==> src/rtl/scandoubler_memarb.sv <==
// Memory arbiter for a scandoubler: one video-in write requester and one video-out
// row reader share a burst memory port, alternating at burst granularity when both wait.
module scandoubler_memarb #(
    parameter int HCNT_WIDTH = 10,
    parameter int BURST_LEN  = 8
) (
    input  logic                        clk_sys,
    input  logic                        reset,
    input  logic                        vidin_req,
    input  logic [1:0]                  vidin_frame,
    input  logic [HCNT_WIDTH-1:0]       vidin_x,
    input  logic [HCNT_WIDTH-1:0]       vidin_y,
    input  logic [15:0]                 vidin_d,
    output logic                        vidin_ack,
    input  logic                        vidout_req,
    input  logic [1:0]                  vidout_frame,
    input  logic [HCNT_WIDTH-1:0]       vidout_x,
    input  logic [HCNT_WIDTH-1:0]       vidout_y,
    output logic [15:0]                 vidout_d,
    output logic                        vidout_ack,
    output logic                        mem_req,
    output logic                        mem_we,
    output logic [2+2*HCNT_WIDTH-1:0]   mem_addr,
    output logic [15:0]                 mem_wdata,
    input  logic [15:0]                 mem_rdata,
    input  logic                        mem_ack
);

    localparam int AW = 2 + 2 * HCNT_WIDTH;
    localparam int CW = $clog2(BURST_LEN);
    localparam logic [CW-1:0] LAST_BEAT = CW'(BURST_LEN - 1);

    typedef enum logic [1:0] {
        IDLE,
        WR_BURST,
        RD_BURST
    } state_t;

    state_t                  r_state;
    state_t                  w_state_next;
    logic [CW-1:0]           r_beat;
    logic                    r_we;
    logic [AW-1:0]           r_addr;
    logic [1:0]              r_row_frame;
    logic [HCNT_WIDTH-1:0]   r_row_y;
    logic [HCNT_WIDTH-1:0]   r_rd_x;
    logic                    r_last_rd;
    logic                    r_term;
    logic                    r_vidout_req_d;

    logic                    w_rise;
    logic                    w_row_live;
    logic                    w_beat;
    logic                    w_burst_done;
    logic                    w_grant_rd;
    logic                    w_grant_wr;
    logic [AW-1:0]           w_rd_addr;

    // A row is live from its rising edge (coordinates bypassed that cycle) until vidout_req drops.
    assign w_rise       = vidout_req & ~r_vidout_req_d;
    assign w_row_live   = vidout_req & (w_rise | ~r_term);
    assign w_beat       = mem_ack & (r_state != IDLE);
    assign w_burst_done = w_beat & (r_beat == LAST_BEAT);
    assign w_rd_addr    = w_rise ? {vidout_frame, vidout_y, vidout_x}
                                 : {r_row_frame, r_row_y, r_rd_x};

    always_comb begin
        w_state_next = r_state;
        w_grant_rd   = 1'b0;
        w_grant_wr   = 1'b0;
        case (r_state)
            IDLE: begin
                if (w_row_live && (!vidin_req || !r_last_rd)) begin
                    w_grant_rd   = 1'b1;
                    w_state_next = RD_BURST;
                end else if (vidin_req) begin
                    w_grant_wr   = 1'b1;
                    w_state_next = WR_BURST;
                end
            end
            WR_BURST, RD_BURST: begin
                if (w_burst_done) begin
                    w_state_next = IDLE;
                end
            end
            default: w_state_next = IDLE;
        endcase
    end

    always_ff @(posedge clk_sys) begin
        if (reset) begin
            r_state <= IDLE;
        end else begin
            r_state <= w_state_next;
        end
    end

    always_ff @(posedge clk_sys) begin
        if (reset) begin
            r_beat         <= '0;
            r_we           <= 1'b0;
            r_addr         <= '0;
            r_row_frame    <= '0;
            r_row_y        <= '0;
            r_rd_x         <= '0;
            r_last_rd      <= 1'b0;
            r_term         <= 1'b1;
            r_vidout_req_d <= 1'b0;
        end else begin
            r_vidout_req_d <= vidout_req;

            if (w_rise) begin
                r_row_frame <= vidout_frame;
                r_row_y     <= vidout_y;
                r_rd_x      <= vidout_x;
                r_term      <= 1'b0;
            end else begin
                if (!vidout_req) begin
                    r_term <= 1'b1;
                end
                if (w_burst_done && r_state == RD_BURST) begin
                    r_rd_x <= r_rd_x + HCNT_WIDTH'(BURST_LEN);
                end
            end

            if (w_burst_done) begin
                r_beat    <= '0;
                r_last_rd <= (r_state == RD_BURST);
            end else if (w_beat) begin
                r_beat <= r_beat + CW'(1);
            end

            if (w_grant_rd) begin
                r_we   <= 1'b0;
                r_addr <= w_rd_addr;
            end else if (w_grant_wr) begin
                r_we   <= 1'b1;
                r_addr <= {vidin_frame, vidin_y, vidin_x};
            end
        end
    end

    assign mem_req    = (r_state != IDLE);
    assign mem_we     = r_we;
    assign mem_addr   = r_addr;
    assign mem_wdata  = vidin_d;
    assign vidin_ack  = mem_ack & (r_state == WR_BURST) & ~reset;
    assign vidout_ack = mem_ack & (r_state == RD_BURST) & w_row_live & ~reset;
    assign vidout_d   = mem_rdata;

endmodule

==> config.mk <==
export PLATFORM = sky130hd
export DESIGN_NAME = scandoubler_memarb
export DESIGN_NICKNAME = d
export VERILOG_FILES = /design/src/rtl/scandoubler_memarb.sv
export SDC_FILE = /design/constraint.sdc
export NUM_CORES = 1
export LEC_CHECK = 0
export CAP_MARGIN = 20
export CORE_UTILIZATION = 43
export CTS_CLUSTER_SIZE = 8
export DETAILED_ROUTE_END_ITERATION = 8
export PLACE_DENSITY = 0.82
export SETUP_SLACK_MARGIN = 0.02
export SLEW_MARGIN = 20
export SYNTH_ARGS = -nofsm -noshare
export SYNTH_HDL_FRONTEND = slang
export SYNTH_SLANG_ARGS = --single-unit
export TNS_END_PERCENT = 1
==> constraint.sdc <==
create_clock -name clk_sys -period 3 [get_ports clk_sys]
set_input_delay 0.3 -clock clk_sys [delete_from_list [all_inputs] [get_ports clk_sys]]
set_output_delay 0.3 -clock clk_sys [all_outputs]
set_load 0.05 [all_outputs]
Word level (Yosys, flattened, before mapping)
Cells that the tools add are included.
{"block": "word_totals", "out_inout_bits": 58, "in_bits": 81, "ff_bits": 53, "word_cells": 60}
{"block": "op_classes", "bitwise": 13, "add_sub_neg": 2, "eq_ne": 6, "reduce_logical": 13, "mux": 16}
{"cell": "22-bit two-way mux", "n": 3}
{"cell": "10-bit two-way mux", "n": 2}
{"cell": "10-bit by 4-bit adder with 10-bit output (second input constant)", "n": 1}
{"cell": "1-bit bitwise AND", "n": 9}
{"cell": "1-bit two-way mux", "n": 7}
{"cell": "2-bit two-way mux", "n": 3}
{"cell": "2-bit nonzero test", "n": 3}
{"cell": "2-bit OR reduction", "n": 3}
{"cell": "2-bit case mux with 2 select lines", "n": 1}
{"cell": "3-bit by 1-bit adder with 3-bit output (second input constant)", "n": 1}
{"cell": "3-bit equality test (second input constant)", "n": 1}
{"cell": "3-bit inequality test (second input constant)", "n": 1}
{"cell": "1-bit inverter", "n": 3}
{"cell": "2-bit by 1-bit equality test with 1-bit output (second input constant)", "n": 1}
{"cell": "2-bit equality test (second input constant)", "n": 1}
{"cell": "1-bit logical AND", "n": 2}
{"cell": "1-bit logical NOT", "n": 2}
{"cell": "2-bit logical NOT", "n": 1}
{"cell": "2-bit by 1-bit inequality test with 1-bit output (second input constant)", "n": 1}
{"cell": "2-bit inequality test (second input constant)", "n": 1}
{"cell": "2-bit AND reduction", "n": 1}
{"cell": "1-bit logical OR", "n": 1}
{"cell": "1-bit bitwise OR", "n": 1}

Depth between registers and ports, before layout
{"block": "depth", "word_depth": 9, "ltp_mapped": 7, "ltp_nobuf": 6}

Worst setup path before layout
No wires, ideal clock.
{"block": "synth_timing", "path_type": "reg2reg", "from": "reg r_state[0]", "to": "reg r_rd_x[9]", "slack_ps": 1247, "synth_period_minus_slack_ps": 1753, "setup_time_ps": 62, "t_arrival_ps": 1691, "stages_incl_launch_ff": 8, "path_buffers": 1, "required_time_ps": 2938, "path_cell_list": "dfxtp_1 inv_1 ha_1 and4b_1 buf_6 nand4_4 or4_1 nand3_1"}
{"block": "synth_between", "elab_chain_len": 5}
{"element": "start, declared", "line_no": "39", "source": "state_t r_state;"}
{"element": "start signal, assigned", "line_no": "94", "source": "r_state <= w_state_next;"}
{"element": "2-bit nonzero test", "line_no": "62", "source": "assign w_beat = mem_ack & (r_state != IDLE);"}
{"element": "1-bit bitwise AND", "line_no": "62"}
{"element": "1-bit bitwise AND", "line_no": "63", "source": "assign w_burst_done = w_beat & (r_beat == LAST_BEAT);"}
{"element": "1-bit logical AND (*)", "line_no": "121", "source": "if (w_burst_done && r_state == RD_BURST) begin"}
{"element": "2-bit nonzero test (no source line) (*)"}
{"element": "end signal, assigned", "line_no": "115", "source": "r_rd_x <= vidout_x;"}
{"element": "end signal, assigned", "line_no": "122", "source": "r_rd_x <= r_rd_x + HCNT_WIDTH'(BURST_LEN);"}
{"element": "end, declared", "line_no": "46", "source": "logic [HCNT_WIDTH-1:0] r_rd_x;"}
Every way passes the cells marked *; elsewhere a longest branch is shown, timed or not.
A chain may end at the register's enable or synchronous reset.

Worst setup path after layout
{"block": "layout_timing", "from": "reg r_state[0]", "to": "out mem_req"}
{"block": "layout_between", "elab_chain_len": 1}
{"element": "2-bit nonzero test", "line_no": "143", "source": "assign mem_req = (r_state != IDLE);"}
{"element": "end, declared", "line_no": "21", "source": "output logic mem_req,"}
Every way passes these cells.

==> impl_metrics.ini <==
[global_route]
grt_usage_pct = 17.39
antenna_found_initial = 0
grt-ovfl-total = 0
grt_pass1_wl_mm = 8.707
grt_pass1_vias = 1835
grt_max_degree = 36

[die]
core_area_mm2 = 0.005991
rows = 28
start_util_pct = 44.99
die_area_mm2 = 0.006589
chipHeight_um = 81.17
ios = 139
die_w_um = 81.17

[timing]
min_period_ns = 2.276
setup_violations = 0
tightest_slew_ns = 0.8963
setup-tns-final_ns = 0
post-route-period-util_pct = 75.86
slew_headroom_pct = 39.98
slew_violations = 0
final-hold-violation-count = 0
grt_setup_unrepaired = no
hold_slack_ns = 0.4720
skew_ns = 0.01142
fmax_mhz = 439.4
final.setup.worst_slack_ns = 0.7242

[worst_setup_path]
startpoint_type = register
critPathMaxFanout = 8
cpPeakStageDelay_ns = 0.83
crit_slowest_cell = clkdlybuf4s50_1
crit_chain = inv_1, ha_1, inv_1, clkdlybuf4s50_1
worst-r2r-cell-count = 6
worstPathRequired_ns = 2.70
path_class = reg2out
crit_cells = 4
path_buf_inv = 3
arrival_ns = 1.98
cp-end-kind = output pin
cp_top_family = buffers and inverters
cp_common_cell = inv_1

[final_layout]
insertedDiodeCount = 0
nFillCells = 518
register_area_mm2 = 0.001061
final_util_pct = 55.58
multi_input_area_mm2 = 0.001249
syn2layout_area_growth_pct = 23.54
nets = 397
drive_above_1_share_pct = 12.22

[clock_network]
cts.sinks = 53
htreeDepth = 2
cts_made_buffers = 5
cts_hold_buf = 0
path_clk_slew_ns = 0.10
clock-root-buffer = clkbuf_8
cts_buffer_depth = 2
post_cts_resized = 0
cts_setup_buffers = 0
clkLatencyLatePin_ns = 0.31
tritoncts = yes

[pwr]
seqPwrFrac_pct = 43.3
comb_power_share_pct = 34.8
power_density_mw_per_mm2 = 577.9
clkPwrFrac_pct = 21.9
leakagePower_nw = 1.334
swShare_pct = 35.93
intPower_mw = 1.233
switchingPower_uw = 691.3
power_mw = 1.924
peakVddDrop_mv = 0.3595

[placement]
dp_hpwl_mm = 4.225
place_ws_ns = 0.6475
place.gp.congestion = 0.8258
numPortBuffers = 74

[synthesis]
synth-seq-cells = 53
syn_inst = 273
synth_area_per_cell_um2 = 9.872
synth_area_leader_cell = dfxtp_1
synthMostInstantiatedCell = dfxtp_1
netlist_area_mm2 = 0.002695
synth_top_cell_area_share_pct = 39.37
ys.flop_type = dfxtp_1
synth_edf_count = 0
ys_async_sr_fraction_pct = 0
synth.distinct_cells = 35
yosys_warnings = 0
synth.area.top_cells = dfxtp_1, buf_4, mux2i_1, mux2_2, o2bb2ai_1
syn_nets = 360
synth_commonest_cells = dfxtp_1, buf_4, mux2i_1, nor2_1, o2bb2ai_1
ys_seq_area_share_pct = 39.37

[route]
wl_per_cell_um = 14.71
dr_wl_met2_mm = 2.717
ant_nets = 0
route.detailed.drc = 0
vias_per_cell = 5.070
routed_wl_mm = 5.678
wl_met3_um = 338
num_vias = 1957
top_layer_used = met4
first_iter_violations = 105
first_pass_iters = 4
wl_met1_mm = 2.531

[min_path]
hp-class = reg2reg
min_path_cells = 1

[outcome]
status = finished, final reports clean

[run]
drv_cap = 0
-- state kept, by name (all words and copies together), names as in the netlist --
register	cells
r_row_y	10
r_row_frame	2
r_rd_x	10
r_vidout_req_d	1
r_last_rd	1
r_state	2
mem_we	1
r_term	1
r_beat	3
mem_addr	22
-- per-stage QoR --
stage / area [um^2] / std cells
2_1_floorplan: 2695 / 273
3_3_place_gp: 3234 / 378
3_5_place_dp: 3234 / 378
4_1_cts: 3329 / 386
5_1_grt: 3329 / 386
6_report: 3329 / 386
-- worst register-to-register path, stage by stage, from the launching register on --
cell and delay, ns:
dfxtp_1 0.37, inv_1 0.07, ha_1 0.28, and4b_1 0.51, nand4_4 0.15, or4_1 0.51
nand3_1 0.08
-- cells in the final DEF (no fill, tap or decap), types with 6 or more instances in the layout --
| cell type | instances |
|---|---|
| mux2i_1 | 23 |
| clkdlybuf4s50_1 | 72 |
| dfxtp_1 | 53 |
| mux2_2 | 20 |
| nand2_1 | 9 |
| nor2b_1 | 6 |
| o2bb2ai_1 | 22 |
| a21oi_1 | 7 |
| nor2_1 | 23 |
| ha_1 | 6 |
| inv_1 | 14 |
-- area by class of cell --
class,count,area share [%]
multi-input cells,158,37.50
flip-flops and latches,53,31.87
repair buffers,78,23.37
well taps,75,2.818
clock buffers,5,2.067
inverters,14,1.578
clock inverters,3,0.7892
-- final timing paths --
path / start / endpoint / slack [ns]
hold reg to reg: mem_addr[1] / mem_addr[1] / 0.47
hold / removal: mem_addr[1] / mem_addr[1] / 0.47
setup reg to reg: r_state[0] / r_rd_x[9] / 0.98
setup / recovery: r_state[0] / mem_req / 0.72
-- power by group through the flow --
stage               Clock, mW  Combinational, mW  Sequential (mW)
finish                  0.422              0.669            0.832
global route            0.460              0.711            0.842
CTS                     0.428              0.672            0.833
detailed placement          0              0.671            0.845
global placement            0              0.660            0.848
floorplan                   0              0.395             1.01
-- cell families (layout without fill, tap and decap cells) --
family,Yosys count,count (layout),share of synthesized area [%]
and+or+nand+nor,63,63,12.63
buffers and inverters,62,100,14.39
adders and majority gates,6,6,2.785
AOI/OAI and AO/OA,40,40,11.79
muxes,45,45,17.73
xor gates and xnor gates,4,4,1.300
DFF,53,53,39.37
-- metal layers --
metal,up-vias,track usage [%]
met3,10,3.258
met2,54,29.16
met4,0,6.250
met1,905,22.09
li1,988,-
met5,-,0
Note: power is estimated with default switching activity, not from simulation.
